**config.mk**
```make
export PLATFORM = sky130hd
export DESIGN_NAME = picorv32_mem_bridge
export DESIGN_NICKNAME = d
export VERILOG_FILES = /design/src/rtl/picorv32_bridge_pkg.sv /design/src/rtl/picorv32_bridge_timer.sv /design/src/rtl/picorv32_mem_bridge.sv
export SDC_FILE = /design/constraint.sdc
export NUM_CORES = 1
export LEC_CHECK = 0
export ABC_CLOCK_PERIOD_IN_PS = 3600
export CORE_MARGIN = 2
export CORE_UTILIZATION = 43
export CTS_CLUSTER_DIAMETER = 120
export DETAILED_ROUTE_END_ITERATION = 6
export GPL_TIMING_DRIVEN = 0
export PLACE_DENSITY = 0.93
export SLEW_MARGIN = 20
export SYNTH_ARGS = -nofsm -noshare
export SYNTH_HDL_FRONTEND = slang
export SYNTH_SLANG_ARGS = --single-unit
```
**constraint.sdc**
```tcl
create_clock -name clk -period 3.6 [get_ports clk]
set_input_delay 0.9 -clock clk [delete_from_list [all_inputs] [get_ports clk]]
set_output_delay 0.9 -clock clk [all_outputs]
set_load 0.05 [all_outputs]
```
**src/rtl/picorv32_bridge_pkg.sv**
```systemverilog
// Shared types and constants for the PicoRV32 memory bridge and its timeout timer.
package picorv32_bridge_pkg;

   typedef enum logic [1:0] {IDLE, ISSUE, WAIT, DONE} state_t;

   localparam logic [31:0] DEFAULT_ERR_DATA = 32'hDEAD_BEEF;
   localparam int          STRB_W           = 4;

endpackage

```
**src/rtl/picorv32_bridge_timer.sv**
```systemverilog
// WAIT-state watchdog: cleared by load, counts while enabled, flags the last permitted cycle.
module picorv32_bridge_timer #(
   parameter int LIMIT = 256
) (
   input  logic clk,
   input  logic reset,
   input  logic load,
   input  logic enable,
   output logic expire
);

   localparam int CW = (LIMIT > 1) ? $clog2(LIMIT) : 1;

   logic [CW-1:0] count;

   always_ff @(posedge clk) begin
      if (reset)
         count <= '0;
      else if (load)
         count <= '0;
      else if (enable && !expire)
         count <= count + CW'(1);
   end

   assign expire = enable && (count == CW'(LIMIT - 1));

endmodule

```
**src/rtl/picorv32_mem_bridge.sv**
```systemverilog
// PicoRV32 native bus to word-addressed memory controller bridge with window check and error response.
// Optional response timeout enabled by defining PICORV32_BRIDGE_TIMEOUT_EN.
module picorv32_mem_bridge
   import picorv32_bridge_pkg::*;
#(
   parameter int          ADDR_WIDTH     = 10,
   parameter int          DATA_WIDTH     = 32,
   parameter logic [31:0] BASE_ADDR      = 32'h0000_0000,
   parameter logic [31:0] ERR_DATA       = DEFAULT_ERR_DATA,
   parameter int          TIMEOUT_CYCLES = 256
) (
   input  logic                  clk,
   input  logic                  reset,
   input  logic                  mem_valid,
   input  logic                  mem_instr,
   output logic                  mem_ready,
   input  logic [31:0]           mem_addr,
   input  logic [31:0]           mem_wdata,
   input  logic [STRB_W-1:0]     mem_wstrb,
   output logic [31:0]           mem_rdata,
   output logic                  cpu_wr_req,
   output logic                  cpu_rd_req,
   output logic [ADDR_WIDTH-1:0] cpu_addr,
   output logic [DATA_WIDTH-1:0] cpu_data_in,
   output logic [STRB_W-1:0]     cpu_be,
   input  logic [DATA_WIDTH-1:0] cpu_data_out,
   input  logic                  cpu_data_valid,
   input  logic                  cpu_ack,
   output logic                  bus_error
);

   localparam logic [63:0] WINDOW = 64'd4 << ADDR_WIDTH;

   if (DATA_WIDTH != 32) begin : g_bad_data_width
      $error("picorv32_mem_bridge: DATA_WIDTH must be 32");
   end
   if ((64'(BASE_ADDR) & (WINDOW - 64'd1)) != 64'd0) begin : g_bad_base
      $error("picorv32_mem_bridge: BASE_ADDR must be aligned to the window size");
   end
   if (TIMEOUT_CYCLES < 1) begin : g_bad_timeout
      $error("picorv32_mem_bridge: TIMEOUT_CYCLES must be at least 1");
   end

   state_t      state;
   logic        is_write;
   logic        instr_unused;   // kept for debug visibility only
   logic [32:0] off;
   logic        in_win;
   logic        tmo_expire;

   // Extra top bit catches addresses below the base (subtraction borrows).
   assign off    = {1'b0, mem_addr} - {1'b0, BASE_ADDR};
   assign in_win = !off[32] && ({31'd0, off} < WINDOW);

`ifdef PICORV32_BRIDGE_TIMEOUT_EN
   picorv32_bridge_timer #(
      .LIMIT (TIMEOUT_CYCLES)
   ) u_timer (
      .clk    (clk),
      .reset  (reset),
      .load   (state == ISSUE),
      .enable (state == WAIT),
      .expire (tmo_expire)
   );
`else
   assign tmo_expire = 1'b0;
`endif

   always_ff @(posedge clk) begin
      if (reset) begin
         state        <= IDLE;
         is_write     <= 1'b0;
         instr_unused <= 1'b0;
         mem_ready    <= 1'b0;
         mem_rdata    <= '0;
         cpu_wr_req   <= 1'b0;
         cpu_rd_req   <= 1'b0;
         cpu_addr     <= '0;
         cpu_data_in  <= '0;
         cpu_be       <= '0;
         bus_error    <= 1'b0;
      end else begin
         cpu_wr_req <= 1'b0;
         cpu_rd_req <= 1'b0;
         mem_ready  <= 1'b0;
         bus_error  <= 1'b0;
         unique case (state)
            IDLE: begin
               if (mem_valid) begin
                  instr_unused <= mem_instr;
                  if (in_win) begin
                     cpu_addr    <= off[ADDR_WIDTH+1:2];
                     cpu_data_in <= mem_wdata;
                     cpu_be      <= mem_wstrb;
                     is_write    <= |mem_wstrb;
                     cpu_wr_req  <= |mem_wstrb;
                     cpu_rd_req  <= ~|mem_wstrb;
                     state       <= ISSUE;
                  end else begin
                     // Out-of-window: answer directly, the controller never sees it.
                     mem_rdata <= ERR_DATA;
                     bus_error <= 1'b1;
                     mem_ready <= 1'b1;
                     state     <= DONE;
                  end
               end
            end
            ISSUE: state <= WAIT;
            WAIT: begin
               if (!is_write && cpu_data_valid) begin
                  mem_rdata <= cpu_data_out;
                  mem_ready <= 1'b1;
                  state     <= DONE;
               end else if (is_write && cpu_ack) begin
                  mem_rdata <= '0;
                  mem_ready <= 1'b1;
                  state     <= DONE;
               end else if (tmo_expire) begin
                  mem_rdata <= is_write ? 32'd0 : ERR_DATA;
                  bus_error <= 1'b1;
                  mem_ready <= 1'b1;
                  state     <= DONE;
               end
            end
            DONE: state <= IDLE;
         endcase
      end
   end

endmodule
```
==> impl_metrics.toml, run 1 <==
[run_status]
status = "completed"

[routing]
drt_iter0_drc = 169
wirelength_um = 11440
viasPerCell = 5.442
firstDrtPassIters = 4
vias = 3864
ant_nets = 0
wl_per_cell_um = 16.11
drcViolationCount = 0

[critical_path]
crit_buf_inv = 3
path_delay_family = "buffers and inverters"
slowest_stage = "nor4_2"
worstPathMaxFanout = 10
cp-start-kind = "input pin"
cpMostUsedCell = "clkbuf_1"
cp.depth = 7
end_kind = "register"
worstPathRequired_ps = 3810
max_stage_delay_ps = 460
path_class = "input pin to register"
critPathArrivalTime_ps = 2880
worstRegToRegCells = 8
cp_cell_sequence = "clkdlybuf4s50_1 -> nor4_2 -> nand3_1 -> clkbuf_1 -> clkbuf_1 -> o21ai_0 -> a21oi_1"

[layout]
final_cells = 710
drive_gt1_share_pct = 10.91
final_nets = 708
postLayoutCellArea_mm2 = 0.005939
syn_to_final_growth_pct = 59.78
n_antenna_cell = 0
mostFrequentLayoutCells = "clkdlybuf4s50_1 (184), dfxtp_1 (85), o21ai_0 (48), a21oi_1 (48), nand4_1 (46)"
final_common_cell = "clkdlybuf4s50_1"

[synthesis]
synthDistinctLibCells = 33
synth_seq_cells = 85
ys_seq_area_share_pct = 45.78
syn_area_mm2 = 0.003717
syn_inst = 405
syn_nets = 513
synth_warnings = 0
syn_avg_cell_area_um2 = 9.179

[clock_network]
cts_htree_levels = 3
clock_latency_ps = 340
cts_sinks = 85
post_cts_resized = 0
clk_path_buf_depth = 2
tritoncts = "yes"
hold_buffers = 0
clockRootBuffer = "clkbuf_8"
path_clk_slew_ps = 80
cts_setup_buffers = 0
numCtsBuffers = 9

[timing]
rsz0062_at_grt = "no"
skew_ps = 11.58
setup_tns_ps = 0
worst_slew_pin_slew_ps = 946.9
final_max_slew_viol_count = 0
setup_viol = 0
finalHoldViolations = 0
slew_headroom_pct = 36.74
period_share_pct = 74.08
fmax_mhz = 375.0
min_period_ps = 2667

[global_route]
antenna_found_initial = 0
grt_pass1_vias = 3841
grt_max_degree = 15
grt_use_total_pct = 24.23
grt_pass1_wl_um = 18750
grt_overflow_total = 0

[place]
hpwlAfterDp_um = 8824
port_buffers = 184
place_area_mm2 = 0.005690
numPlacedInstances = 694
place.gp.congestion = 0.8261

[die]
die_width_um = 96.98
core_area_mm2 = 0.008299
ios = 188
die_h_um = 96.98
start_util_pct = 44.79
die-area_mm2 = 0.009405
row_count = 33

[power]
finalPower_mw = 3.721
p_per_area_mw_per_mm2 = 626.5
irDropWorstVdd_mv = 0.2875
p_leak_nw = 2.078

[min_path]
worst_hold_path_type = "register to register"
whs_path_depth = 2

[run]
cap_violations = 0
-- synthesized netlist by cell type (all sizes together) --
| cell | n | share of area, % |
|---|---|---|
| nand4 | 46 | 7.7 |
| a21oi | 48 | 6.5 |
| o22ai | 1 | 0.54 |
| nor3b | 1 | 0.20 |
| nand3b | 1 | 0.20 |
| or3 | 1 | 0.17 |
| nor4b | 1 | 0.24 |
| nand3 | 2 | 0.27 |
| a211oi | 2 | 0.40 |
| buf | 20 | 4.1 |
| a311oi | 1 | 0.71 |
| nor3 | 1 | 0.13 |
| nand2b | 8 | 1.3 |
| ha | 2 | 0.67 |
| nor2b | 1 | 0.17 |
| inv | 28 | 2.8 |
| and3 | 2 | 0.34 |
| o41ai | 1 | 0.24 |
| a221oi | 24 | 9.4 |
| nor4 | 7 | 2.0 |
| mux2i | 8 | 2.2 |
| nor2 | 2 | 0.20 |
| o21ai | 48 | 6.5 |
| and2 | 2 | 0.34 |
| a211o | 1 | 0.47 |
| mux2 | 1 | 0.40 |
| nand2 | 36 | 3.6 |
| clkbuf | 24 | 2.4 |
| dfxtp | 85 | 46 |
-- power breakdown --
group	leakage, nW	internal, mW	switching, mW	total (mW)
registers	0.692	1.10	0.0842	1.19
logic	1.26	0.667	1.05	1.71
clock network	0.124	0.483	0.338	0.821
total	2.08	2.25	1.47	3.72
-- metal layers --
metal  track usage (%)  up-vias  part of all wire (%)
met5                 0        -                     0
met4             8.126        0                   1.4
met3             6.503       12                   7.5
met2             43.70      149                    50
met1             27.56     1846                    41
li1                  -     1857                     -
-- worst min-delay path, cell delays in order, from the launching register on --
cell	delay, ps
dfxtp_1	320
inv_1	60
a221oi_2	50
-- metrics by stage --
step | util [%] | worst slack, ps | hold WS, ps
final | 71.57 | 933.3 | 466.0
after global routing | 71.57 | 734.5 | 475.8
after CTS | 71.57 | 918.3 | 466.4
after detailed placement | 68.57 | 549.1 | 453.5
after global placement | 68.57 | 695.1 | 446.2
after floorplan | - | 1492 | 474.3
-- final timing paths --
check                             startpoint               to  slack [ps]
worst max-delay path            mem_addr[28]  cpu_data_in[22]         930
worst min-delay path            mem_rdata[9]     mem_rdata[9]         470
worst max register to register      state[1]  cpu_data_in[22]        1420
worst min register to register  mem_rdata[9]     mem_rdata[9]         470
-- logic make-up after synthesis --
group	count (synthesis)	share of synthesized area, %
AND/OR/NAND/NOR	111	17.00
multiplexers	9	2.558
buffers and inverters	72	9.357
adder cells (fa/ha/maj)	2	0.6731
AO/OA/AOI/OAI	126	24.64
flip-flops	85	45.78
-- registers in the layout (all words and copies together), names as in the netlist --
| signal | cells |
|---|---|
| cpu_rd_req | 1 |
| bus_error | 1 |
| mem_ready | 1 |
| cpu_wr_req | 1 |
| cpu_addr | 10 |
| is_write | 1 |
| mem_rdata | 32 |
| cpu_be | 4 |
| cpu_data_in | 32 |
| state | 2 |
-- layout make-up --
type / count / area, um2
timing repair buffer: 184 / 1842
buffer: 44 / 242.7
fill: 637 / 2360
sequential: 85 / 1702
clock buffer: 11 / 141.4
clock inverter: 5 / 107.6
multi-input combinational: 248 / 1668
inverter: 28 / 105.1
tap: 105 / 131.4
(Power assumes the default switching activity.)
==> run 2: changes to the inputs <==
- ABC_CLOCK_PERIOD_IN_PS: 3600 -> 2720
- CORE_UTILIZATION: 43 -> 40
- PLACE_DENSITY: 0.93 -> 0.88
- clock period: 3.6 -> 2.72 ns (I/O delays scaled with it)
==> run 2 against run 1 <==
Clock power rose by 8.0%. Global-route usage fell by 1.3 points. Non-clock buffer count did not move. Final cell count rose by 0.85%.
==> impl_metrics.toml, run 2 (synthesis gave the netlist of run 1 again) <==
[run_status]
status = "completed"

[global_route]
grt_pass1_vias = 3790
antenna_found_initial = 0
grt_max_degree = 15
grt_overflow_total = 0
grt_pass1_wl_um = 18460
grt_use_total_pct = 22.97

[layout]
final_nets = 708
syn_to_final_growth_pct = 58.70
reg.largest.list = "cpu_data_in: 32 flops, mem_rdata: 32 flops, cpu_addr: 10 flops"
final_common_cell = "clkdlybuf4s50_1"
post-route-util_pct = 64.77
postLayoutCellArea_mm2 = 0.005899
drive_gt1_share_pct = 10.74
n_antenna_cell = 0
mostFrequentLayoutCells = "clkdlybuf4s50_1 (184), dfxtp_1 (85), o21ai_0 (48), a21oi_1 (48), nand4_1 (46)"

[die]
ios = 188
start_util_pct = 40.81
row_count = 35
core_area_mm2 = 0.009109
die_width_um = 100.4
die_h_um = 100.4
die-area_mm2 = 0.01008

[routing]
drcViolationCount = 0
ant_nets = 0
firstDrtPassIters = 5
vias = 3813
wl_per_cell_um = 16.59
wirelength_um = 11880
viasPerCell = 5.325
drt_iter0_drc = 151

[timing]
setup_tns_ps = 0
skew_ps = 8.786
rsz0062_at_grt = "no"
setup_viol = 0
finalHoldViolations = 0
min_period_ps = 2474
setup_ws_ps = 246.5
worst_slew_pin_slew_ps = 878.8
final_max_slew_viol_count = 0
fmax_mhz = 404.3
slew_headroom_pct = 41.28
period_share_pct = 90.94

[place]
dp_slack_ps = -239.2
place.gp.congestion = 0.8433
port_buffers = 184
hpwlAfterDp_um = 9086
place_area_mm2 = 0.005698

[critical_path]
worstPathRequired_ps = 2950
cp-start-kind = "input pin"
worstPathMaxFanout = 10
critPathArrivalTime_ps = 2700
path_class = "input pin to register"
end_kind = "register"

[clock_network]
numCtsBuffers = 9
cts_sinks = 85
tritoncts = "yes"
cts_htree_levels = 3
clock_latency_ps = 350
cts_setup_buffers = 0
hold_buffers = 0
clk_path_buf_depth = 2
clockRootBuffer = "clkbuf_8"
post_cts_resized = 0
path_clk_slew_ps = 90

[power]
p_per_area_mw_per_mm2 = 800.6
finalPower_mw = 4.723
irDropWorstVdd_mv = 0.4166
p_leak_nw = 2.041

[min_path]
worst_hold_path_type = "register to register"

[run]
cap_violations = 0
## run 2: changes by cell type in the layout (fill, tap and decap cells not counted), sizes merged
| cell | previous run | this run |
|---|---|---|
| clkinvlp | 0 | 3 |
| bufinv | 3 | 1 |
| clkinv | 2 | 1 |
## run 2: final cells by class
type                            count  area [um2]
Timing Repair Buffer              184        1842
Multi-Input combinational cell    248        1677
Tap cell                          111       138.9
Buffer                             44       242.7
Clock inverter                      5       61.31
Sequential cell                    85        1702
Clock buffer                       11       131.4
Fill cell                         767        3209
Inverter                           28       105.1
## run 2: through the flow
stage,std cells,hold slack [ps]
after floorplan,405,474.3
after global placement,700,446.8
after detailed placement,700,452.3
after CTS,716,464.9
after global routing,716,477.9
final,716,463.6
## run 2: path summary, 6_finish.rpt
check | end | depth (start not counted) | slack (ps) | startpoint
min | mem_rdata[10] | 2 | 460 | mem_rdata[10]
max | cpu_addr[3] | 7 | 250 | mem_addr[31]
max reg2reg | cpu_data_in[30] | 8 | 560 | state[1]
min reg2reg | mem_rdata[10] | 2 | 460 | mem_rdata[10]
## run 2: layer usage
metal / share of wire, % / GRT usage (%) / vias up
met5: 0 / 0 / -
met4: 1.5 / 7.271 / 0
met3: 7.9 / 6.407 / 16
met2: 50 / 41.51 / 156
met1: 40 / 26.13 / 1784
li1: - / - / 1857
## run 2: power by group
part | internal, mW | switching, mW
clock | 0.427 | 0.460
combinational | 0.884 | 1.39
sequential | 1.46 | 0.109
total | 2.77 | 1.95
## run 2: worst max-delay path, stage by stage
cell and delay [ps]:
clkdlybuf4s50_1 420, nor4_2 480, nand3_1 250, clkbuf_1 270, clkbuf_1 260, o21ai_0 250
a21oi_1 90
==> run 3: changes to the inputs <==
- CTS_CLUSTER_SIZE: unset -> 12
==> results of run 3 <==
Same layout as run 2: the final DEF is identical, and so are final timing and power.
